$ cat config.mk
export PLATFORM = sky130hd
export DESIGN_NAME = instr_fetch
export DESIGN_NICKNAME = d
export VERILOG_FILES = /design/src/rtl/cpu_pkg.sv /design/src/rtl/instr_fetch.sv
export SDC_FILE = /design/constraint.sdc
export NUM_CORES = 1
export LEC_CHECK = 0
export BUFFER_PORTS_ARGS = -buffer_cell sky130_fd_sc_hd__buf_4
export CORE_MARGIN = 2
export CORE_UTILIZATION = 45
export DETAILED_ROUTE_END_ITERATION = 8
export GPL_ROUTABILITY_DRIVEN = 0
export MAX_ROUTING_LAYER = met4
export PLACE_DENSITY = 0.69
export SETUP_SLACK_MARGIN = 0.3
export SLEW_MARGIN = 40
export SYNTH_ARGS = -nofsm -noshare
export SYNTH_HDL_FRONTEND = slang
export SYNTH_SLANG_ARGS = --single-unit
$ cat constraint.sdc
create_clock -name clk -period 4.4 [get_ports clk]
set_input_delay 0.88 -clock clk [delete_from_list [all_inputs] [get_ports clk]]
set_output_delay 0.88 -clock clk [all_outputs]
set_load 0.05 [all_outputs]
$ cat src/rtl/cpu_pkg.sv
// Shared CPU types: word/instruction containers, RAM handshake states and the
// fetch-stage state encoding.
package cpu_pkg;

    typedef logic [31:0] word_t;

    typedef struct packed {
        logic  valid;
        word_t data;
    } imem_t;

    typedef enum logic [1:0] {
        RAM_FREE,
        RAM_BUSY,
        RAM_ACCESS,
        RAM_ERROR
    } ramstate_t;

    typedef enum logic [2:0] {
        F_IDLE,
        F_REQ,
        F_HOLD,
        F_FLUSH,
        F_ERR
    } fetch_state_t;

    localparam word_t RESET_PC_DEFAULT = 32'h0000_0000;

endpackage

$ cat src/rtl/instr_fetch.sv
// Fetch stage: owns the PC, issues word reads to instruction RAM and buffers one
// fetched instruction for the decoder. Handles redirects and latches fetch faults.
module instr_fetch
    import cpu_pkg::*;
#(
    parameter word_t       RESET_PC    = RESET_PC_DEFAULT,
    parameter int unsigned TIMEOUT_CYC = 1024
) (
    input  logic      clk,
    input  logic      rst,
    input  ramstate_t ram_state,
    input  word_t     ram_rdata,
    output logic      ram_ren,
    output word_t     ram_addr,
    output imem_t     inst,
    output word_t     inst_pc,
    input  logic      dec_ready,
    input  logic      redirect,
    input  word_t     redirect_pc,
    output logic      fetch_err
);

    localparam int CW = (TIMEOUT_CYC > 0) ? $clog2(TIMEOUT_CYC + 1) : 1;
    localparam logic [CW-1:0] WD_LAST = CW'(TIMEOUT_CYC - 1);

    fetch_state_t  state_q, state_d;
    word_t         pc_q, pc_d;
    word_t         addr_q, addr_d;
    word_t         inst_pc_q, inst_pc_d;
    imem_t         inst_q, inst_d;
    logic          ren_q, ren_d;
    logic          err_q, err_d;
    logic [CW-1:0] wd_q, wd_d;

    logic access, ram_fail, bad_tgt, waiting, wd_hit;

    assign access   = (ram_state == RAM_ACCESS);
    assign ram_fail = (ram_state == RAM_ERROR);
    assign bad_tgt  = redirect && (redirect_pc[1:0] != 2'b00);
    assign waiting  = (state_q == F_REQ) || (state_q == F_FLUSH);
    assign wd_hit   = (TIMEOUT_CYC != 0) && waiting && !access && (wd_q == WD_LAST);

    always_ff @(posedge clk) begin
        if (rst) state_q <= F_IDLE;
        else     state_q <= state_d;
    end

    // RAM errors and watchdog expiry win over redirects; a redirect wins over data.
    always_comb begin
        state_d = state_q;
        case (state_q)
            F_IDLE:  state_d = bad_tgt ? F_ERR : F_REQ;
            F_REQ: begin
                if (ram_fail || bad_tgt || wd_hit) state_d = F_ERR;
                else if (redirect)                 state_d = access ? F_REQ : F_FLUSH;
                else if (access)                   state_d = F_HOLD;
            end
            F_HOLD: begin
                if (bad_tgt)                     state_d = F_ERR;
                else if (redirect || dec_ready)  state_d = F_REQ;
            end
            F_FLUSH: begin
                if (ram_fail || bad_tgt || wd_hit) state_d = F_ERR;
                else if (access)                   state_d = F_IDLE;
            end
            F_ERR:   state_d = F_ERR;
            default: state_d = F_ERR;
        endcase
    end

    always_comb begin
        pc_d      = pc_q;
        addr_d    = addr_q;
        inst_d    = inst_q;
        inst_pc_d = inst_pc_q;
        ren_d     = ren_q;
        err_d     = err_q;
        wd_d      = (state_d == state_q && waiting && !access) ? wd_q + CW'(1) : '0;

        if (redirect && state_q != F_ERR) begin
            pc_d         = redirect_pc;
            inst_d.valid = 1'b0;
        end

        case (state_d)
            F_REQ: begin
                // New request on entry, or restart after a redirect swallowed the data.
                if (state_q != F_REQ || access) begin
                    ren_d        = 1'b1;
                    addr_d       = redirect ? redirect_pc : pc_q;
                    inst_d.valid = 1'b0;
                end
            end
            F_HOLD: begin
                if (state_q == F_REQ) begin
                    inst_d    = {1'b1, ram_rdata};
                    inst_pc_d = pc_q;
                    pc_d      = pc_q + 32'd4;
                    ren_d     = 1'b0;
                end
            end
            F_IDLE: ren_d = 1'b0;
            F_ERR: begin
                ren_d        = 1'b0;
                inst_d.valid = 1'b0;
                err_d        = 1'b1;
            end
            default: ;
        endcase
    end

    always_ff @(posedge clk) begin
        if (rst) begin
            pc_q      <= RESET_PC;
            addr_q    <= RESET_PC;
            inst_q    <= '0;
            inst_pc_q <= '0;
            ren_q     <= 1'b0;
            err_q     <= 1'b0;
            wd_q      <= '0;
        end else begin
            pc_q      <= pc_d;
            addr_q    <= addr_d;
            inst_q    <= inst_d;
            inst_pc_q <= inst_pc_d;
            ren_q     <= ren_d;
            err_q     <= err_d;
            wd_q      <= wd_d;
        end
    end

    assign ram_ren   = ren_q;
    assign ram_addr  = addr_q;
    assign inst      = inst_q;
    assign inst_pc   = inst_pc_q;
    assign fetch_err = err_q;

endmodule
==> out/results.tsv <==
stage	metric	value	unit
synth	Synth Area in XOR/XNOR	2.22	%
status	outcome	finished clean	
global_routing	initial antenna violation count	0	
sta	Tightest Pin Transition	0.780	ns
critical_path	crit-path cells	buf_4 -> or3b_1 -> a211o_1 -> a211oi_2 -> o221ai_4 -> buf_4 -> mux2_4	
sta	Worst slew margin	48.0	%
pwr	P_leak	3.55	nW
job	Max Cap Viol	0	
final_layout	Ant. Diodes	0	
clocking	H-tree levels	4	
placed_design	PortBufs	168	
synth	Compound-Gate Fraction of Synth Area	13.3	%
synth	synth unique cells	52	
synth	Synth top area share	43.3	%
critical_path	reg-to-reg slack, setup	1.94	ns
clocking	register clock-pin slew on the reported worst setup and hold paths	0.06	ns
pwr	peak supply drop	0.000254	V
synth	Most used DFF post-synth	dfxtp_1	
critical_path	worst r2r src	wd_q[0]	
placed_design	placed instance count	1101	
synth	sequential fraction of the synthesis area	43.3	%
critical_path	cells on worst reg2reg path	7	
floorplan	Rows	44	
critical_path	Data required, critical path	4.71	ns
sta	setup TNS	0	ns
final_layout	Core Util, Final	59.3	%
clocking	CTS Buffer Depth	2	
synth	Syn Inst Count	799	
clocking	hold buffer count at cts	0	
pwr	Power Density	377	nW/um^2
placed_design	worst slack at placement	1.04	ns
sta	Setup WS post-layout	1.51	ns
sta	period utilisation layout	65.8	%
route	DR vias	5935	
synth	Synth Area in Simple Gates	24.4	%
critical_path	Worst setup startpoint	redirect	
critical_path	CP Class	primary input to register	
route	vias per inst	5.24	
critical_path	CP max-delay cell	buf_4	
synth	Synth Net Count	871	
critical_path	R2R Path End	ram_addr[2]	
critical_path	Crit Path Max Fanout	41	
synth	synthesized area	6700	sq um
synth	syn avg cell area	8.38	sq um
synth	Yosys top cell by area	dfxtp_1	
sta	RSZ-0062 raised after global routing	no	
sta	Peak Freq	0.346	GHz
final_layout	layout cell share with drive strength beyond 1	26.2	%
global_routing	Total GRT Usage	22.7	%
synth	Async SR Flop Fraction	0	%
route	WL/cell	15.2	um
sta	final count of pins violating max slew	0	
sta	fin crit period	2.89	ns
floorplan	Core ar.	14500	sq um
critical_path	CP arrival	3.20	ns
final_layout	final net count	1008	
route	DR pass1 iterations	5	
route	DRT iter0 DRCs	309	
synth	adder-cell share of the synthesized area	0.374	%
critical_path	Critical Path Sink	ram_addr[10]	
synth	largest family of logic cells by synthesized area	simple AND/OR/NAND/NOR gates	
clocking	worst-skew pair later-pin latency	0.42	ns
synth	FF+latch count, synth	145	
clocking	Num CTS Buffers	17	
placed_design	dpl hpwl	11.9	mm
route	Detail Route Antenna Nets	0	
clocking	TritonCTS clock tree	built	
floorplan	# IOs	169	
global_routing	aggregate global routing overflow	0	
synth	Synth area leaders	dfxtp_1 (43%), nand2_1 (9.5%), mux2_4 (6.3%)	
floorplan	DIE AREA	15900	sq um
global_routing	number of global-route vias before repair	5615	
sta	Finish-stage setup viols	0	
global_routing	global-route wire length before repair	28.5	mm
route	drt total wl	17.2	mm
critical_path	Crit path largest cell delay	0.46	ns
clocking	post_cts resized	0	
critical_path	nature of the critical path endpoint	register	
floorplan	Die Wd	126	um
synth	multiplexer area fraction after synthesis	12.1	%
clocking	clk sinks	145	
clocking	clk root buf	clkbuf_16	
critical_path	startpoint types	primary input	
floorplan	die height	126	um
route	remaining routing DRC violations	0	
floorplan	Initial Util	46.1	%
final_layout	Non-Filler Instances	1132	
synth	Warnings, synthesis	0	
global_routing	largest net degree at the start of global routing	75	
sta	clock skew	0.00787	ns
worst_hold_path	worst min path class	register to register	
clocking	Post-CTS Repair Setup Buffers	0	
sta	endpoints failing hold	0	
final_layout	synth-to-layout area growth	28.8	%
critical_path	CP dominant cell by count	buf_4	
synth	Post-synth EDFFs	0	
-- stage by stage --
| stage | power, W | instance area [sq um] | hold WS (ns) |
|---|---|---|---|
| 3_5_place_dp | 0.00188 | 8060 | 0.447 |
| 4_1_cts | 0.00328 | 8630 | 0.455 |
| 3_3_place_gp | 0.00188 | 8060 | 0.440 |
| 5_1_grt | 0.00338 | 8630 | 0.469 |
| 2_1_floorplan | 0.00174 | 6700 | 0.426 |
| 6_report | 0.00325 | 8630 | 0.453 |
-- Yosys cell counts (2+ instances only) --
master / count
a22oi_1: 8
and2_1: 2
inv_1: 8
nor2b_1: 34
xor2_1: 10
nand3b_1: 2
nand2b_1: 6
a211oi_1: 2
mux2i_1: 32
o211ai_1: 3
nor3b_1: 3
o21ai_0: 15
a31oi_1: 19
a32oi_1: 2
or4_1: 2
buf_6: 4
nor4_1: 2
nand3_1: 17
dfxtp_1: 145
buf_1: 8
o311ai_0: 2
o21a_1: 3
mux2_4: 28
o22ai_1: 4
clkbuf_1: 47
nand4b_1: 2
nand4_1: 10
nor2_1: 63
and3_1: 10
and4_1: 9
mux2_2: 6
nor3_1: 6
ha_1: 2
xnor2_1: 7
buf_2: 2
or3_1: 9
nand2_1: 170
a21oi_1: 81
-- cells in the final DEF, fill, tap and decap left out, types with 4 or more instances in the layout --
cell type,count
inv_1,8
xnor2_1,7
a31oi_1,19
nand2_1,170
nand2b_1,6
mux2_2,6
nor2_1,63
a21oi_1,81
clkbuf_8,6
nor2b_1,34
dfxtp_1,145
and3_1,9
o21ai_0,15
clkbuf_1,4
xor2_1,10
nor3_1,6
buf_4,178
mux2_4,28
or3_1,9
o22ai_1,4
nand3_1,16
nand4_1,10
and4_1,9
a22oi_1,8
clkbuf_16,17
mux2i_1,32
-- routing by layer --
| metal | part of all wire [%] | GRT usage (%) |
|---|---|---|
| met3 | 7.0 | 6.67 |
| met1 | 46 | 31.0 |
| met4 | 1.5 | 7.37 |
| met2 | 45 | 32.4 |
| met5 | 0 | - |
-- final cells by class --
type / instances / area [sq um]
tap: 184 / 230
multi-input combinational: 585 / 3540
sequential: 145 / 2900
fill: 1336 / 5910
clock inverter: 4 / 47.5
timing repair buffer: 179 / 1360
inverter: 8 / 30.0
clock buffer: 27 / 523
-- worst max-delay path: cells and delay by family --
family	cells	cell delay, ns
AO/OA/AOI/OAI	3	0.71
AND/OR/NAND/NOR	1	0.40
multiplexers	1	0.37
buffers and inverters	2	0.77
-- state kept, by name, summed over array words and instances, names as in the netlist --
name and count:
fetch_err 1, inst 33, inst_pc 32, pc_q 32, ram_addr 32, ram_ren 1
state_q 3, wd_q 11
-- kinds of logic (layout without fill, tap and decap cells) --
group / after synthesis / after routing
AO/OA/AOI/OAI: 150 / 150
buffers and inverters: 69 / 218
AND/OR/NAND/NOR: 350 / 350
adder cells (fa/ha/maj): 2 / 2
multiplexers: 66 / 66
XOR/XNOR: 17 / 17
flip-flops: 145 / 145
-- how the worst min path moves through the flow --
stage / endpoint / startpoint / slack, ns / depth (start not counted)
2_1_floorplan: wd_q[0] / wd_q[0] / 0.43 / 1
3_3_place_gp: fetch_err / fetch_err / 0.44 / 2
3_5_place_dp: inst[0] / inst[0] / 0.45 / 2
4_1_cts: inst[12] / inst[12] / 0.45 / 2
5_1_grt: inst[12] / inst[12] / 0.47 / 2
6_report: inst[22] / inst[22] / 0.45 / 2
-- where the power goes --
| part | leakage, nW | total, W | internal [W] | switching [W] |
|---|---|---|---|---|
| Sequential | 1.18 | 0.00142 | 0.00136 | 0.0000530 |
| Combinational | 2.09 | 0.000441 | 0.000185 | 0.000257 |
| Clock | 0.279 | 0.00139 | 0.000863 | 0.000530 |
Note: power is estimated with default switching activity, not from simulation.
